==> config.mk <==
export PLATFORM = sky130hd
export DESIGN_NAME = iob_uart_tx_fifo_flat
export DESIGN_NICKNAME = d
export VERILOG_FILES = /design/src/rtl/iob_uart_tx_fifo_if.sv /design/src/rtl/iob_uart_tx_fifo.sv /design/src/flat_wrapper.sv
export SDC_FILE = /design/constraint.sdc
export NUM_CORES = 1
export LEC_CHECK = 0
export CAP_MARGIN = 10
export CORE_MARGIN = 1.5
export CORE_UTILIZATION = 45
export CTS_CLUSTER_DIAMETER = 150
export DETAILED_ROUTE_END_ITERATION = 8
export DONT_BUFFER_PORTS = 1
export GPL_ROUTABILITY_DRIVEN = 0
export PLACE_DENSITY_LB_ADDON = 0.2
export SLEW_MARGIN = 20
export SYNTH_ARGS = -nofsm -noshare
export SYNTH_HDL_FRONTEND = slang
export SYNTH_SLANG_ARGS = --single-unit
==> constraint.sdc <==
create_clock -name clk_i -period 3.3 [get_ports clk_i]
set_clock_uncertainty 0.15 [all_clocks]
set_input_delay 0 -clock clk_i [delete_from_list [all_inputs] [get_ports clk_i]]
set_output_delay 0 -clock clk_i [all_outputs]
set_load 0.02 [all_outputs]
==> src/rtl/iob_uart_tx_fifo_if.sv <==
// CPU-side push/status signals and uart_core handoff signals of the UART transmit FIFO.
// The slave modport is the FIFO itself; the master modport is whoever drives it.
interface iob_uart_tx_fifo_if #(
  parameter int DATA_W = 8,
  parameter int ADDR_W = 4
);
  logic              wr_en_i;
  logic [DATA_W-1:0] wr_data_i;
  logic              full_o;
  logic              empty_o;
  logic [ADDR_W:0]   level_o;
  logic [ADDR_W:0]   thresh_i;
  logic              below_thresh_o;
  logic              overflow_o;
  logic              ovf_clr_i;
  logic              core_ready_i;
  logic              core_wen_o;
  logic [DATA_W-1:0] core_data_o;

  modport slave (
    input  wr_en_i, wr_data_i, thresh_i, ovf_clr_i, core_ready_i,
    output full_o, empty_o, level_o, below_thresh_o, overflow_o,
           core_wen_o, core_data_o
  );

  modport master (
    output wr_en_i, wr_data_i, thresh_i, ovf_clr_i, core_ready_i,
    input  full_o, empty_o, level_o, below_thresh_o, overflow_o,
           core_wen_o, core_data_o
  );
endinterface

==> src/rtl/iob_uart_tx_fifo.sv <==
// UART transmit FIFO: buffers TXDATA writes and drains them one byte at a time into
// uart_core through an IDLE/ISSUE/GAP handshake, with level, low-water and overflow flags.
module iob_uart_tx_fifo #(
  parameter int DATA_W = 8,
  parameter int ADDR_W = 4
) (
  input  logic                clk_i,
  input  logic                arst_n_i,
  input  logic                soft_rst_i,
  input  logic                en_i,
  iob_uart_tx_fifo_if.slave   bus
);

  localparam int              DEPTH    = 2 ** ADDR_W;
  localparam logic [ADDR_W:0] FULL_CNT = DEPTH[ADDR_W:0];

  typedef enum logic [1:0] {
    IDLE  = 2'd0,
    ISSUE = 2'd1,
    GAP   = 2'd2
  } state_t;

  logic [DATA_W-1:0] mem [DEPTH];
  logic [ADDR_W-1:0] wptr;
  logic [ADDR_W-1:0] rptr;
  logic [ADDR_W:0]   count;
  logic [ADDR_W:0]   count_next;
  logic              full;
  logic              empty;
  logic              overflow;
  state_t            state;
  logic              core_wen;
  logic [DATA_W-1:0] core_data;

  logic push;
  logic pop;

  // Full and empty are the registered start-of-cycle flags, so a push while full is
  // dropped even when a pop frees a slot on the same edge.
  assign push = bus.wr_en_i && !full;
  assign pop  = (state == IDLE) && en_i && !empty && bus.core_ready_i;

  // NOTE: every variable assigned in always_comb gets a default first so no latch is inferred.
  always_comb begin
    count_next = count;
    unique case ({push, pop})
      2'b10:   count_next = count + 1'b1;
      2'b01:   count_next = count - 1'b1;
      default: count_next = count;
    endcase
  end

  // NOTE: sequential state uses non-blocking assignments only, so every register
  // samples the pre-edge values of the others.
  always_ff @(posedge clk_i or negedge arst_n_i) begin
    if (!arst_n_i) begin
      wptr  <= '0;
      rptr  <= '0;
      count <= '0;
      full  <= 1'b0;
      empty <= 1'b1;
    end else if (soft_rst_i) begin
      wptr  <= '0;
      rptr  <= '0;
      count <= '0;
      full  <= 1'b0;
      empty <= 1'b1;
    end else begin
      if (push) wptr <= wptr + 1'b1;
      if (pop)  rptr <= rptr + 1'b1;
      count <= count_next;
      full  <= (count_next == FULL_CNT);
      empty <= (count_next == '0);
    end
  end

  // NOTE: the storage array has no reset; pointers and count define which entries are valid.
  always_ff @(posedge clk_i) begin
    if (push && !soft_rst_i) begin
      mem[wptr] <= bus.wr_data_i;
    end
  end

  // Set beats clear when both arrive together.
  always_ff @(posedge clk_i or negedge arst_n_i) begin
    if (!arst_n_i) begin
      overflow <= 1'b0;
    end else if (soft_rst_i) begin
      overflow <= 1'b0;
    end else if (bus.wr_en_i && full) begin
      overflow <= 1'b1;
    end else if (bus.ovf_clr_i) begin
      overflow <= 1'b0;
    end
  end

  // Drain FSM: the write-enable pulse is registered so it is high for exactly the ISSUE
  // cycle; GAP gives uart_core one cycle to drop its ready before IDLE looks again.
  always_ff @(posedge clk_i or negedge arst_n_i) begin
    if (!arst_n_i) begin
      state     <= IDLE;
      core_wen  <= 1'b0;
      core_data <= '0;
    end else if (soft_rst_i) begin
      state     <= IDLE;
      core_wen  <= 1'b0;
      core_data <= '0;
    end else begin
      unique case (state)
        IDLE: begin
          core_wen <= 1'b0;
          if (pop) begin
            core_data <= mem[rptr];
            core_wen  <= 1'b1;
            state     <= ISSUE;
          end
        end
        ISSUE: begin
          core_wen <= 1'b0;
          state    <= GAP;
        end
        GAP: begin
          core_wen <= 1'b0;
          state    <= IDLE;
        end
        default: begin
          core_wen <= 1'b0;
          state    <= IDLE;
        end
      endcase
    end
  end

  assign bus.full_o         = full;
  assign bus.empty_o        = empty;
  assign bus.level_o        = count;
  assign bus.below_thresh_o = (count < bus.thresh_i);
  assign bus.overflow_o     = overflow;
  assign bus.core_wen_o     = core_wen;
  assign bus.core_data_o    = core_data;

endmodule
==> src/flat_wrapper.sv <==
// flat-port wrapper written by rule: the top's interface ports become plain ports
module iob_uart_tx_fifo_flat 
#(
  parameter int DATA_W = 8,
  parameter int ADDR_W = 4
)
  (clk_i, arst_n_i, soft_rst_i, en_i, bus_wr_en_i, bus_wr_data_i, bus_thresh_i, bus_ovf_clr_i, bus_core_ready_i, bus_full_o, bus_empty_o, bus_level_o, bus_below_thresh_o, bus_overflow_o, bus_core_wen_o, bus_core_data_o);
  iob_uart_tx_fifo_if #(.DATA_W(DATA_W), .ADDR_W(ADDR_W)) bus_i ();
  input  logic clk_i;
  input  logic arst_n_i;
  input  logic soft_rst_i;
  input  logic en_i;
  input wire logic [$bits(bus_i.wr_en_i)-1:0] bus_wr_en_i;
  input wire logic [$bits(bus_i.wr_data_i)-1:0] bus_wr_data_i;
  input wire logic [$bits(bus_i.thresh_i)-1:0] bus_thresh_i;
  input wire logic [$bits(bus_i.ovf_clr_i)-1:0] bus_ovf_clr_i;
  input wire logic [$bits(bus_i.core_ready_i)-1:0] bus_core_ready_i;
  output wire logic [$bits(bus_i.full_o)-1:0] bus_full_o;
  output wire logic [$bits(bus_i.empty_o)-1:0] bus_empty_o;
  output wire logic [$bits(bus_i.level_o)-1:0] bus_level_o;
  output wire logic [$bits(bus_i.below_thresh_o)-1:0] bus_below_thresh_o;
  output wire logic [$bits(bus_i.overflow_o)-1:0] bus_overflow_o;
  output wire logic [$bits(bus_i.core_wen_o)-1:0] bus_core_wen_o;
  output wire logic [$bits(bus_i.core_data_o)-1:0] bus_core_data_o;
  assign bus_i.wr_en_i = bus_wr_en_i;
  assign bus_i.wr_data_i = bus_wr_data_i;
  assign bus_i.thresh_i = bus_thresh_i;
  assign bus_i.ovf_clr_i = bus_ovf_clr_i;
  assign bus_i.core_ready_i = bus_core_ready_i;
  assign bus_full_o = bus_i.full_o;
  assign bus_empty_o = bus_i.empty_o;
  assign bus_level_o = bus_i.level_o;
  assign bus_below_thresh_o = bus_i.below_thresh_o;
  assign bus_overflow_o = bus_i.overflow_o;
  assign bus_core_wen_o = bus_i.core_wen_o;
  assign bus_core_data_o = bus_i.core_data_o;
  iob_uart_tx_fifo #(.DATA_W(DATA_W), .ADDR_W(ADDR_W)) u_core (.clk_i(clk_i), .arst_n_i(arst_n_i), .soft_rst_i(soft_rst_i), .en_i(en_i), .bus(bus_i));
endmodule
==> summary.txt, run 1 <==
Drt
  • Via/cell ratio: 5.60
  • Via total after detailed routing: 3404
  • Number of optimization iterations in the first detailed-route pass: 4
  • Average wire length per cell after detail routing: 21.5 µm
  • Residual DRC count: 0
  • Final ANT Viol Nets: 0
  • Overall routed net length: 13.1 mm
  • Initial DRC Count: 296

CTS
  • Clock tree from TritonCTS: done
  • Clk slew on worst S/H paths: 0.06 ns
  • Maximum root-to-sink buffer count: 2
  • Root buf cell: clkbuf_16
  • Number of clock sinks: 155
  • Clock insertion delay at the later pin of the skew report: 0.42 ns
  • H-Tree Level Count: 4
  • Num CTS Buffers: 17

Floorplanning
  • Initial Utilization: 0.461
  • Die height: about 120 µm
  • Full die area: 15000 µm²
  • Boundary Pins: 38
  • Standard-cell rows: 43
  • Placeable Area: 13900 µm²
  • Chip width: 122 µm

Setup path
  • Slowest cell on the critical path: dfstp_2
  • Type of origin of the critical path: flip-flop
  • Crit path cell chain: and2b_1 > nand2_1 > inv_1 > ha_2 > o31ai_4 > nand4_1 > dlygate4sd3_1 > or3_1 > and3_1 > a41o_1
  • Family of cells with the greatest summed delay on the critical path: simple AND/OR/NAND/NOR gates
  • Flop-to-flop setup slack: 0.22 ns
  • CP arrival: 3.29 ns
  • CP peak stage delay: approximately 0.6 ns
  • Type of the worst setup path: flip-flop to flip-flop
  • Worst R2R Path Depth: 10
  • Count of buffering cells on the critical path with inverters included: 2
  • Highest fanout seen on the critical path: 5
  • Worst R2R Start: u_core.bus.empty_o
  • Critical Path Sink Type: flip-flop
  • Capturing point of the worst reg2reg path: u_core.bus.empty_o
  • Data required time of the worst path: about 3.5 ns

Power
  • Pwr Total: 4.41 mW
  • Peak VDD IR: 0.395 mV
  • Leakage power: around 2.6 nW
  • Pwr/cell area: 588 nW/µm²

Synthesis
  • Netlist cell types: 46
  • Post-synth EDFFs: 128
  • Synthesized net count: 406
  • Share of synthesized registers carrying an async set or reset: 0.174
  • Yosys Warn Count: 0
  • Synthesized area: 6420 µm²
  • Seq cells post-synth: 155
  • Flip-flop cell with the highest count after synthesis: edfxtp_1
  • Share of synthesized area occupied by flip-flops and latches: 0.704
  • Avg Inst Size Synth: 17.1 µm²
  • Synthesized instance count: 375

Timing
  • Total setup violations reported at the end of the flow: 0
  • Number of pins with negative max-slew slack in the final report: 0
  • Share of the cycle needed by the critical path after routing: 0.935
  • Rel. slew slack: 0.333
  • Post-layout min period: 3.08 ns
  • Setup repair after global routing missed its margin: false
  • Final setup margin: 0.216 ns
  • Least-Margin Pin Slew: 0.998 ns
  • Max Clock Freq: 324 MHz
  • Total negative slack for setup checks: 0 ns
  • Hold Fails Final Rpt: 0

GRT
  • Global-route wire length before repair: 20.2 mm
  • Pin count of the biggest net entering global routing: 36
  • Global-route congestion overflow total: 0
  • Via count of the first global-routing pass: 3556
  • Combined global-route utilization of all metal layers: 0.192
  • Initial antenna violation count: 0

Hold path
  • Hold Crit Depth: 4
  • Hold WC Path Type: input port to flip-flop
  • Startpoint of the worst hold path: en_i
  • Hold Path End: u_core.bus.level_o[4]

Run
  • Max-cap violations: 0

Final layout
  • Layout Nets: 446
  • Antenna Diode Count: 0
  • Fraction of final layout cells sized beyond drive strength 1: 0.236
  • Fillcell total: 1106
  • Post-synthesis to final-layout area growth: 16.8%
  • Non-filler cells, final: 608

Placement
  • Port Buffer Count: 0
  • Cells after DPL: 556
  • Worst setup timing slack at the placement stage: 0.620 ns
  • Post-detail-place hpwl: roughly 8.3 mm

Status
  • Status: complete, no violations
-- layer usage --
metal | track usage | share of wire | wire length, µm | vias up
li1 | - | - | - | 1532
met1 | 0.268 | 0.45 | 5830 | 1756
met4 | 0.0778 | 0.021 | 273 | 0
met2 | 0.291 | 0.47 | 6120 | 91
met5 | 0 | 0 | 0 | -
met3 | 0.0511 | 0.063 | 826 | 25
-- logic make-up (layout without fill, tap and decap cells) --
| logic type | Yosys count | after routing | share of synthesized area |
|---|---|---|---|
| simple gates | 83 | 83 | 0.0654 |
| fa+ha+maj | 11 | 11 | 0.0214 |
| flops | 155 | 155 | 0.704 |
| buf+inv | 31 | 84 | 0.0257 |
| mux | 34 | 34 | 0.115 |
| compound gates | 51 | 51 | 0.0549 |
| xor+xnor | 10 | 10 | 0.0136 |
-- worst register-to-register path: cells and delay by family (launching register included) --
kind	cells	cell delay (ns)
compound gates	2	0.28
fa+ha+maj	1	0.24
flops	1	0.60
buf+inv	2	0.69
simple gates	5	1.05
-- cell usage in the layout, fill, tap and decap left out, drive strengths merged, types with 2 or more instances in the layout --
cell,Yosys,routed
nand3,2,2
mux4,32,32
mux2i,2,2
clkbuf,8,22
ha,11,11
nor3b,3,3
and2,2,2
nand2b,5,5
nand2,16,16
nand4,2,2
a21oi,21,21
a21o,6,6
buf,14,26
edfxtp,128,128
xnor2,5,5
a22oi,16,16
nor3,5,5
xor2,5,5
o31ai,2,2
clkinv,1,7
dlygate4sd3,0,17
nor2b,3,3
dfrtp,26,26
inv,8,11
nor2,37,37
-- cell type report --
cell class                      count  area [µm²]  area share
Timing Repair Buffer               43         390      0.0520
Clock inverter                     10        82.6      0.0110
Clock buffer                       22         507      0.0675
Tap cell                          180         225      0.0300
Multi-Input combinational cell    189        1740       0.232
Inverter                            9        35.0     0.00467
Sequential cell                   155        4520       0.603
-- synthesized netlist by cell type, types with 2 or more instances --
cell type / n / area (µm²)
ha_1: 11 / 138
buf_6: 4 / 45.0
nor2_1: 37 / 139
buf_2: 5 / 25.0
mux2i_1: 2 / 20.0
nor3b_1: 2 / 15.0
buf_4: 3 / 22.5
xnor2_1: 5 / 43.8
xor2_1: 5 / 43.8
and2_1: 2 / 12.5
nand3_1: 2 / 10.0
a21o_1: 5 / 37.5
inv_1: 8 / 30.0
buf_1: 2 / 7.51
mux4_2: 32 / 721
nand2_1: 16 / 60.1
a22oi_1: 16 / 120
a21oi_1: 21 / 105
clkbuf_1: 8 / 30.0
nor2b_1: 3 / 18.8
edfxtp_1: 128 / 3840
nand2b_1: 5 / 31.3
dfrtp_1: 26 / 651
nand4_1: 2 / 12.5
nor3_1: 4 / 20.0
-- sequential cells by signal (all words and copies together) (netlist names) --
| register | flops |
|---|---|
| u_core.mem | 128 |
| u_core.bus.core_data_o | 8 |
| u_core.bus.level_o | 5 |
| u_core.rptr | 4 |
| u_core.wptr | 4 |
| u_core.state | 2 |
| u_core.bus.core_wen_o | 1 |
| u_core.bus.empty_o | 1 |
| u_core.bus.full_o | 1 |
| u_core.bus.overflow_o | 1 |
-- what timing repair did --
| item | CTS | global route |
|---|---|---|
| setup buffers | 0 | 1 |
| resized for setup | 0 | 1 |
| hold buffers | 19 | 0 |
| endpoints found under the hold margin | 188 | 0 |
| setup endpoints to repair | 0 | 2 |
-- report_power, final --
part,internal [mW],switching [mW],total [mW]
logic,0.134,0.153,0.286
registers,2.16,0.0631,2.22
clock network,1.16,0.745,1.91
total,3.45,0.960,4.41
-- stage by stage --
| stage | utilization | hold WS (ns) | instance area (µm²) |
|---|---|---|---|
| 2_1_floorplan | - | -0.446 | 6420 |
| 5_1_grt | 0.538 | 0.140 | 7500 |
| 3_3_place_gp | 0.480 | -0.445 | 6690 |
| 6_report | 0.538 | 0.0773 | 7500 |
| 4_1_cts | 0.538 | 0.0613 | 7490 |
| 3_5_place_dp | 0.480 | -0.445 | 6690 |
-- worst max path at each step --
stage,startpoint,endpoint,depth (start not counted)
floorplan,u_core.bus.empty_o,u_core.bus.empty_o,9
global placement,u_core.bus.empty_o,u_core.bus.empty_o,8
detailed placement,u_core.bus.empty_o,u_core.bus.empty_o,8
CTS,u_core.bus.empty_o,u_core.bus.empty_o,10
global route,u_core.bus.empty_o,u_core.bus.full_o,10
finish,u_core.bus.empty_o,u_core.bus.empty_o,10
(Power assumes the default switching activity.)
==> inputs of run 2 (changes only) <==
- clock period: 3.3 -> 3.5 ns (I/O delays scaled with it)
==> run 2 against run 1 <==
  * Sequential share of layout area rose by 0.070 points
  * Cell area fell by 0.12%
  * Flip-flop and latch count did not move
  * Worst hold slack got worse by 0.021 ns
  * Utilization fell by 0.063 points
  * Non-clock buffer count fell by 6
  * Total power fell by 4.5%
  * Cell count fell by 0.99%
  * Via count fell by 0.12%
  * Combinational power fell by 7.0%
  * Worst setup slack got worse by 0.071 ns
  * Count of clock-buffer cells in the layout rose by 4
  * Critical path type unchanged
  * Critical endpoint is now u_core.bus.level_o[4]
  * Highest routed layer unchanged
==> summary.txt, run 2 (same netlist as run 1, synthesis figures left out) <==
Floorplanning
  • Full die area: roughly 15000 µm²
  • Standard-cell rows: 43
  • Initial Utilization: 0.461
  • Die height: 122 µm
  • Boundary Pins: 38
  • Placeable Area: 13900 µm²
  • Chip width: roughly 120 µm

CTS
  • Number of clock sinks: 155
  • Num CTS Buffers: 17
  • Postcts setup bufs: 0
  • Clock tree from TritonCTS: done
  • Maximum root-to-sink buffer count: 2
  • H-Tree Level Count: 4
  • Clk slew on worst S/H paths: 0.06 ns
  • Clock insertion delay at the later pin of the skew report: 0.42 ns
  • Root buf cell: clkbuf_16

Placement
  • Worst setup timing slack at the placement stage: 0.828 ns
  • Area after detailed placement: 6660 µm²
  • Cells after DPL: 551
  • Port Buffer Count: 0
  • Post-detail-place hpwl: 8.26 mm

Drt
  • Number of optimization iterations in the first detailed-route pass: 4
  • Met3 routed wirelength: ~630 µm
  • Residual DRC count: 0
  • Via total after detailed routing: 3400
  • Wire length on met1: 5.74 mm
  • Via/cell ratio: around 5.6
  • Uppermost signal routing layer after detailed routing: met4
  • Overall routed net length: 12.9 mm
  • Average wire length per cell after detail routing: 21.4 µm
  • Final ANT Viol Nets: 0
  • Initial DRC Count: ~350
  • Detail Route met2 WL: 6.35 mm

GRT
  • Via count of the first global-routing pass: 3391
  • Initial antenna violation count: 0
  • Pin count of the biggest net entering global routing: 36
  • Global-route wire length before repair: 19.6 mm
  • Global-route congestion overflow total: 0
  • Combined global-route utilization of all metal layers: 0.186

Setup path
  • Type of the worst setup path: flip-flop to flip-flop
  • Slowest cell on the critical path: dfstp_2
  • Highest fanout seen on the critical path: 5
  • Cell repeated most along the worst path: dlygate4sd3_1
  • Type of origin of the critical path: flip-flop
  • CP peak stage delay: around 0.60 ns
  • Critical Path Sink Type: flip-flop
  • CP arrival: 3.56 ns
  • Data required time of the worst path: about 3.7 ns
  • Crit path cell chain: and2b_1 > nand2_1 > inv_1 > ha_2 > o31ai_4 > nand4_1 > dlygate4sd3_1 > or3_1 > a31oi_2 > dlygate4sd3_1

Final layout
  • Fraction of final layout cells sized beyond drive strength 1: 0.225
  • Most flop-heavy register: u_core.mem
  • Most used cells in the layout excluding fill and tap cells: 128 x edfxtp_1, 37 x nor2_1, 32 x mux4_2, 25 x dfrtp_1
  • Layout Nets: 440
  • Max FFs per register: 128
  • Post-synthesis to final-layout area growth: 16.7%
  • Non-filler cells, final: around 600
  • Commonest non-fill, non-tap cell in the layout: edfxtp_1
  • Final Cell Area: 7490 µm²
  • Antenna Diode Count: 0

Timing
  • Hold Slack: 0.0563 ns
  • Share of the cycle needed by the critical path after routing: 0.959
  • Hold Fails Final Rpt: 0
  • Number of pins with negative max-slew slack in the final report: 0
  • Setup repair after global routing missed its margin: false
  • Max Clock Freq: 298 MHz
  • Total negative slack for setup checks: 0 ns
  • Least-Margin Pin Slew: 0.984 ns
  • Post-layout min period: between 3 and 4 ns
  • Final setup margin: approximately 0.14 ns
  • Rel. slew slack: 0.342
  • Total setup violations reported at the end of the flow: 0

Power
  • Peak VDD IR: 0.336 mV
  • Pwr/cell area: 562 nW/µm²
  • Leakage power: between 2 and 3 nW

Status
  • Status: complete, no violations

Hold path
  • Hold WC Path Type: input port to flip-flop

Run
  • Max-cap violations: 0
-- run 2: changes by cell type in the layout (fill, tap and decap cells not counted) --
cell / delta
buf_4: -6
clkinv_4: +1
bufinv_16: -1
inv_6: +1
clkinv_2: -2
inv_4: -3
clkbuf_16: +2
clkbuf_8: +2
-- run 2: final timing paths --
kind	from	to	slack (ns)	cells past startpoint
setup / recovery	u_core.bus.empty_o	u_core.bus.level_o[4]	0.14	10
hold / removal	bus_core_ready_i	u_core.bus.level_o[2]	0.06	5
setup reg to reg	u_core.bus.empty_o	u_core.bus.level_o[4]	0.14	10
hold reg to reg	u_core.state[1]	u_core.state[1]	0.36	1
max in group asynchronous	arst_n_i	u_core.rptr[0]	2.54	4
min in group asynchronous	arst_n_i	u_core.bus.core_data_o[4]	0.49	4
-- run 2: metal layers --
metal,vias up,GRT usage
met5,-,0
met4,0,0.0625
met3,14,0.0516
met2,98,0.295
met1,1768,0.249
li1,1520,-
-- run 2: power breakdown --
group | internal (mW) | switching [mW]
combinational | 0.123 | 0.143
sequential | 2.03 | 0.0591
clock | 1.15 | 0.700
-- run 2: worst max-delay path, delay by kind of cell (launching register included) --
| kind | cells | cell delay, ns |
|---|---|---|
| buffers and inverters | 3 | 1.25 |
| AND/OR/NAND/NOR | 4 | 0.80 |
| flip-flops | 1 | 0.60 |
| AO/OA/AOI/OAI | 2 | 0.25 |
| adder cells (fa/ha/maj) | 1 | 0.24 |
-- run 2: final cells by class --
| cell class | instances | area (µm²) |
|---|---|---|
| inverters | 9 | 35.0 |
| repair buffers | 37 | 345 |
| multi-input cells | 189 | 1740 |
| well taps | 180 | 225 |
| flip-flops and latches | 155 | 4520 |
| clock buffers | 26 | 584 |
| fillers | 1088 | 6440 |
| clock inverters | 6 | 41.3 |
-- run 2: stage by stage --
step	total power [mW]	util
after floorplan	2.30	-
after global placement	2.34	0.478
after detailed placement	2.34	0.478
after CTS	4.25	0.538
after global routing	4.36	0.538
final	4.21	0.538
-- run 2: repair_timing --
action,in CTS,in global routing
hold buffers,19,0
endpoints found under the hold margin,191,0
setup endpoints to repair,0,1
resized for setup,0,1
==> inputs of run 3 (changes only) <==
- CAP_MARGIN: 10 -> 20
- CELL_PAD_IN_SITES_DETAIL_PLACEMENT: not set -> 0
- CELL_PAD_IN_SITES_GLOBAL_PLACEMENT: not set -> 1
==> run 3 against run 2 <==
  * Routed wire length decreased by 3.7%
  * Worst setup slack better by 0.23 ns
  * First-iteration DRC count shrank 32%
  * Clock power shrank 9%
  * Sequential share of layout area increased by 0.86 points
  * Critical endpoint is now u_core.bus.full_o
  * Highest routed layer unchanged
==> summary.txt, run 3 (same netlist as run 1, synthesis figures left out) <==
Power
  • Peak VDD IR: approximately 0.32 mV
  • Internal cell power: 3.07 mW
  • Switching Fraction: 0.238
  • Pwr Total: 4.03 mW
  • Switching power total: 0.959 mW
  • Leakage power: 2.54 nW
  • Fraction of power consumed by sequential logic: 0.518
  • Pwr/cell area: between 500 and 600 nW/µm²
  • Comb power frac: 0.064
  • Clk network pwr share: 0.418

Timing
  • Least-Margin Pin Slew: around 1 ns
  • Number of pins with negative max-slew slack in the final report: 0
  • Rel. slew slack: 0.338
  • Hold Slack: around 0.0052 ns
  • Hold Fails Final Rpt: 0
  • Setup repair after global routing missed its margin: false
  • Post-layout min period: 3.12 ns
  • Share of the cycle needed by the critical path after routing: 0.892
  • Total negative slack for setup checks: 0 ns
  • Final setup margin: 0.379 ns
  • Max Clock Freq: 320 MHz
  • Total setup violations reported at the end of the flow: 0

Hold path
  • Hold WC Path Type: input port to flip-flop
  • Hold Crit Depth: 4

Final layout
  • Fraction of final layout cells sized beyond drive strength 1: 0.212
  • Layout Nets: around 430
  • Fillcell total: 1110
  • Most used cells in the layout excluding fill and tap cells: 128 x edfxtp_1, 37 x nor2_1, 32 x mux4_2, 25 x dfrtp_1, 21 x a21oi_1
  • Commonest non-fill, non-tap cell in the layout: edfxtp_1
  • Post-synthesis to final-layout area growth: 15.0%
  • Antenna Diode Count: 0
  • Max FFs per register: between 100 and 150
  • Most flop-heavy register: u_core.mem

Setup path
  • Origin of the worst setup path: u_core.bus.empty_o
  • CP arrival: 3.32 ns
  • Data required time of the worst path: 3.70 ns
  • Highest fanout seen on the critical path: 5
  • Critical path destination: u_core.bus.full_o
  • Capturing point of the worst reg2reg path: u_core.bus.full_o
  • Worst R2R Path Depth: 10
  • Critical Path Sink Type: flip-flop
  • Flop-to-flop setup slack: ~0.38 ns
  • Type of origin of the critical path: flip-flop
  • Worst R2R Start: u_core.bus.empty_o
  • Type of the worst setup path: flip-flop to flip-flop

Drt
  • Via total after detailed routing: 3319
  • Average wire length per cell after detail routing: 20.8 µm
  • Final ANT Viol Nets: 0
  • Residual DRC count: 0
  • Overall routed net length: 12.4 mm
  • Number of optimization iterations in the first detailed-route pass: 4
  • Via/cell ratio: 5.57
  • Initial DRC Count: 239

Placement
  • Post-detail-place hpwl: 7.90 mm
  • Worst setup timing slack at the placement stage: 0.807 ns
  • Port Buffer Count: 0

CTS
  • Root buf cell: clkbuf_16
  • Number of clock sinks: 155
  • Num CTS Buffers: 17
  • Postcts setup bufs: 0
  • Clk slew on worst S/H paths: 0.06 ns
  • Clock insertion delay at the later pin of the skew report: 0.42 ns
  • Clock tree from TritonCTS: done
  • Maximum root-to-sink buffer count: 2
  • H-Tree Level Count: 4

Run
  • Max-cap violations: 0

Floorplanning
  • Standard-cell rows: 43
  • Die height: roughly 120 µm
  • Initial Utilization: 0.461
  • Boundary Pins: 38
  • Chip width: 122 µm
  • Placeable Area: 13900 µm²
  • Full die area: around 15000 µm²

GRT
  • Via count of the first global-routing pass: 3363
  • Initial antenna violation count: 0
  • Combined global-route utilization of all metal layers: 0.182
  • Pin count of the biggest net entering global routing: 27
  • Global-route congestion overflow total: 0
  • Global-route wire length before repair: between 15 and 20 mm

Status
  • Status: complete, no violations
run 3: critical path, stage by stage (launching register included):
cell	delay [ns]
dfstp_2	0.60
and2b_1	0.22
nand2_1	0.09
inv_1	0.09
ha_1	0.29
o31ai_4	0.08
nand4_1	0.15
dlygate4sd3_1	0.59
or3_1	0.38
a31oi_2	0.19
and4_1	0.23
run 3: per-stage QoR:
step | cells | instance area [µm²] | utilization
after floorplan | 375 | 6420 | -
after global placement | 545 | 6640 | 0.476
after detailed placement | 545 | 6640 | 0.476
after CTS | 596 | 7390 | 0.530
after global routing | 596 | 7390 | 0.530
final | 596 | 7390 | 0.530
run 3: repair_timing:
item,in CTS,in global routing
hold endpoints to repair,182,0
hold buffers,19,0
setup endpoints to repair,0,0
resized for setup,0,0
run 3: area by class of cell:
class,count,area (µm²),area share
Sequential cell,155,4520,0.612
Inverter,9,35.0,0.00474
Tap cell,180,225,0.0305
Multi-Input combinational cell,189,1740,0.235
Timing Repair Buffer,31,325,0.0440
Clock buffer,17,425,0.0576
Clock inverter,15,118,0.0159
run 3: worst min-delay path by stage:
stage                                start                         to  slack [ns]
after floorplan                   arst_n_i  u_core.bus.core_data_o[0]       -0.45
after global placement            arst_n_i  u_core.bus.core_data_o[2]       -0.45
after detailed placement          arst_n_i  u_core.bus.core_data_o[5]       -0.45
after CTS                 bus_core_ready_i      u_core.bus.level_o[4]       0.005
after global routing      bus_core_ready_i      u_core.bus.level_o[4]        0.03
final                     bus_core_ready_i      u_core.bus.level_o[4]       0.005
run 3: per-layer routing:
metal / track usage / part of all wire
met4: 0.0632 / 0.015
met3: 0.0437 / 0.043
met5: 0 / 0
met2: 0.272 / 0.47
met1: 0.262 / 0.48
run 3: power groups by stage:
stage	combinational, mW	sequential (mW)	clock [mW]
after detailed placement	0.207	2.13	0
after CTS	0.261	2.09	1.71
after global placement	0.205	2.13	0
final	0.258	2.09	1.69
after floorplan	0.193	2.11	0
after global routing	0.286	2.09	1.79
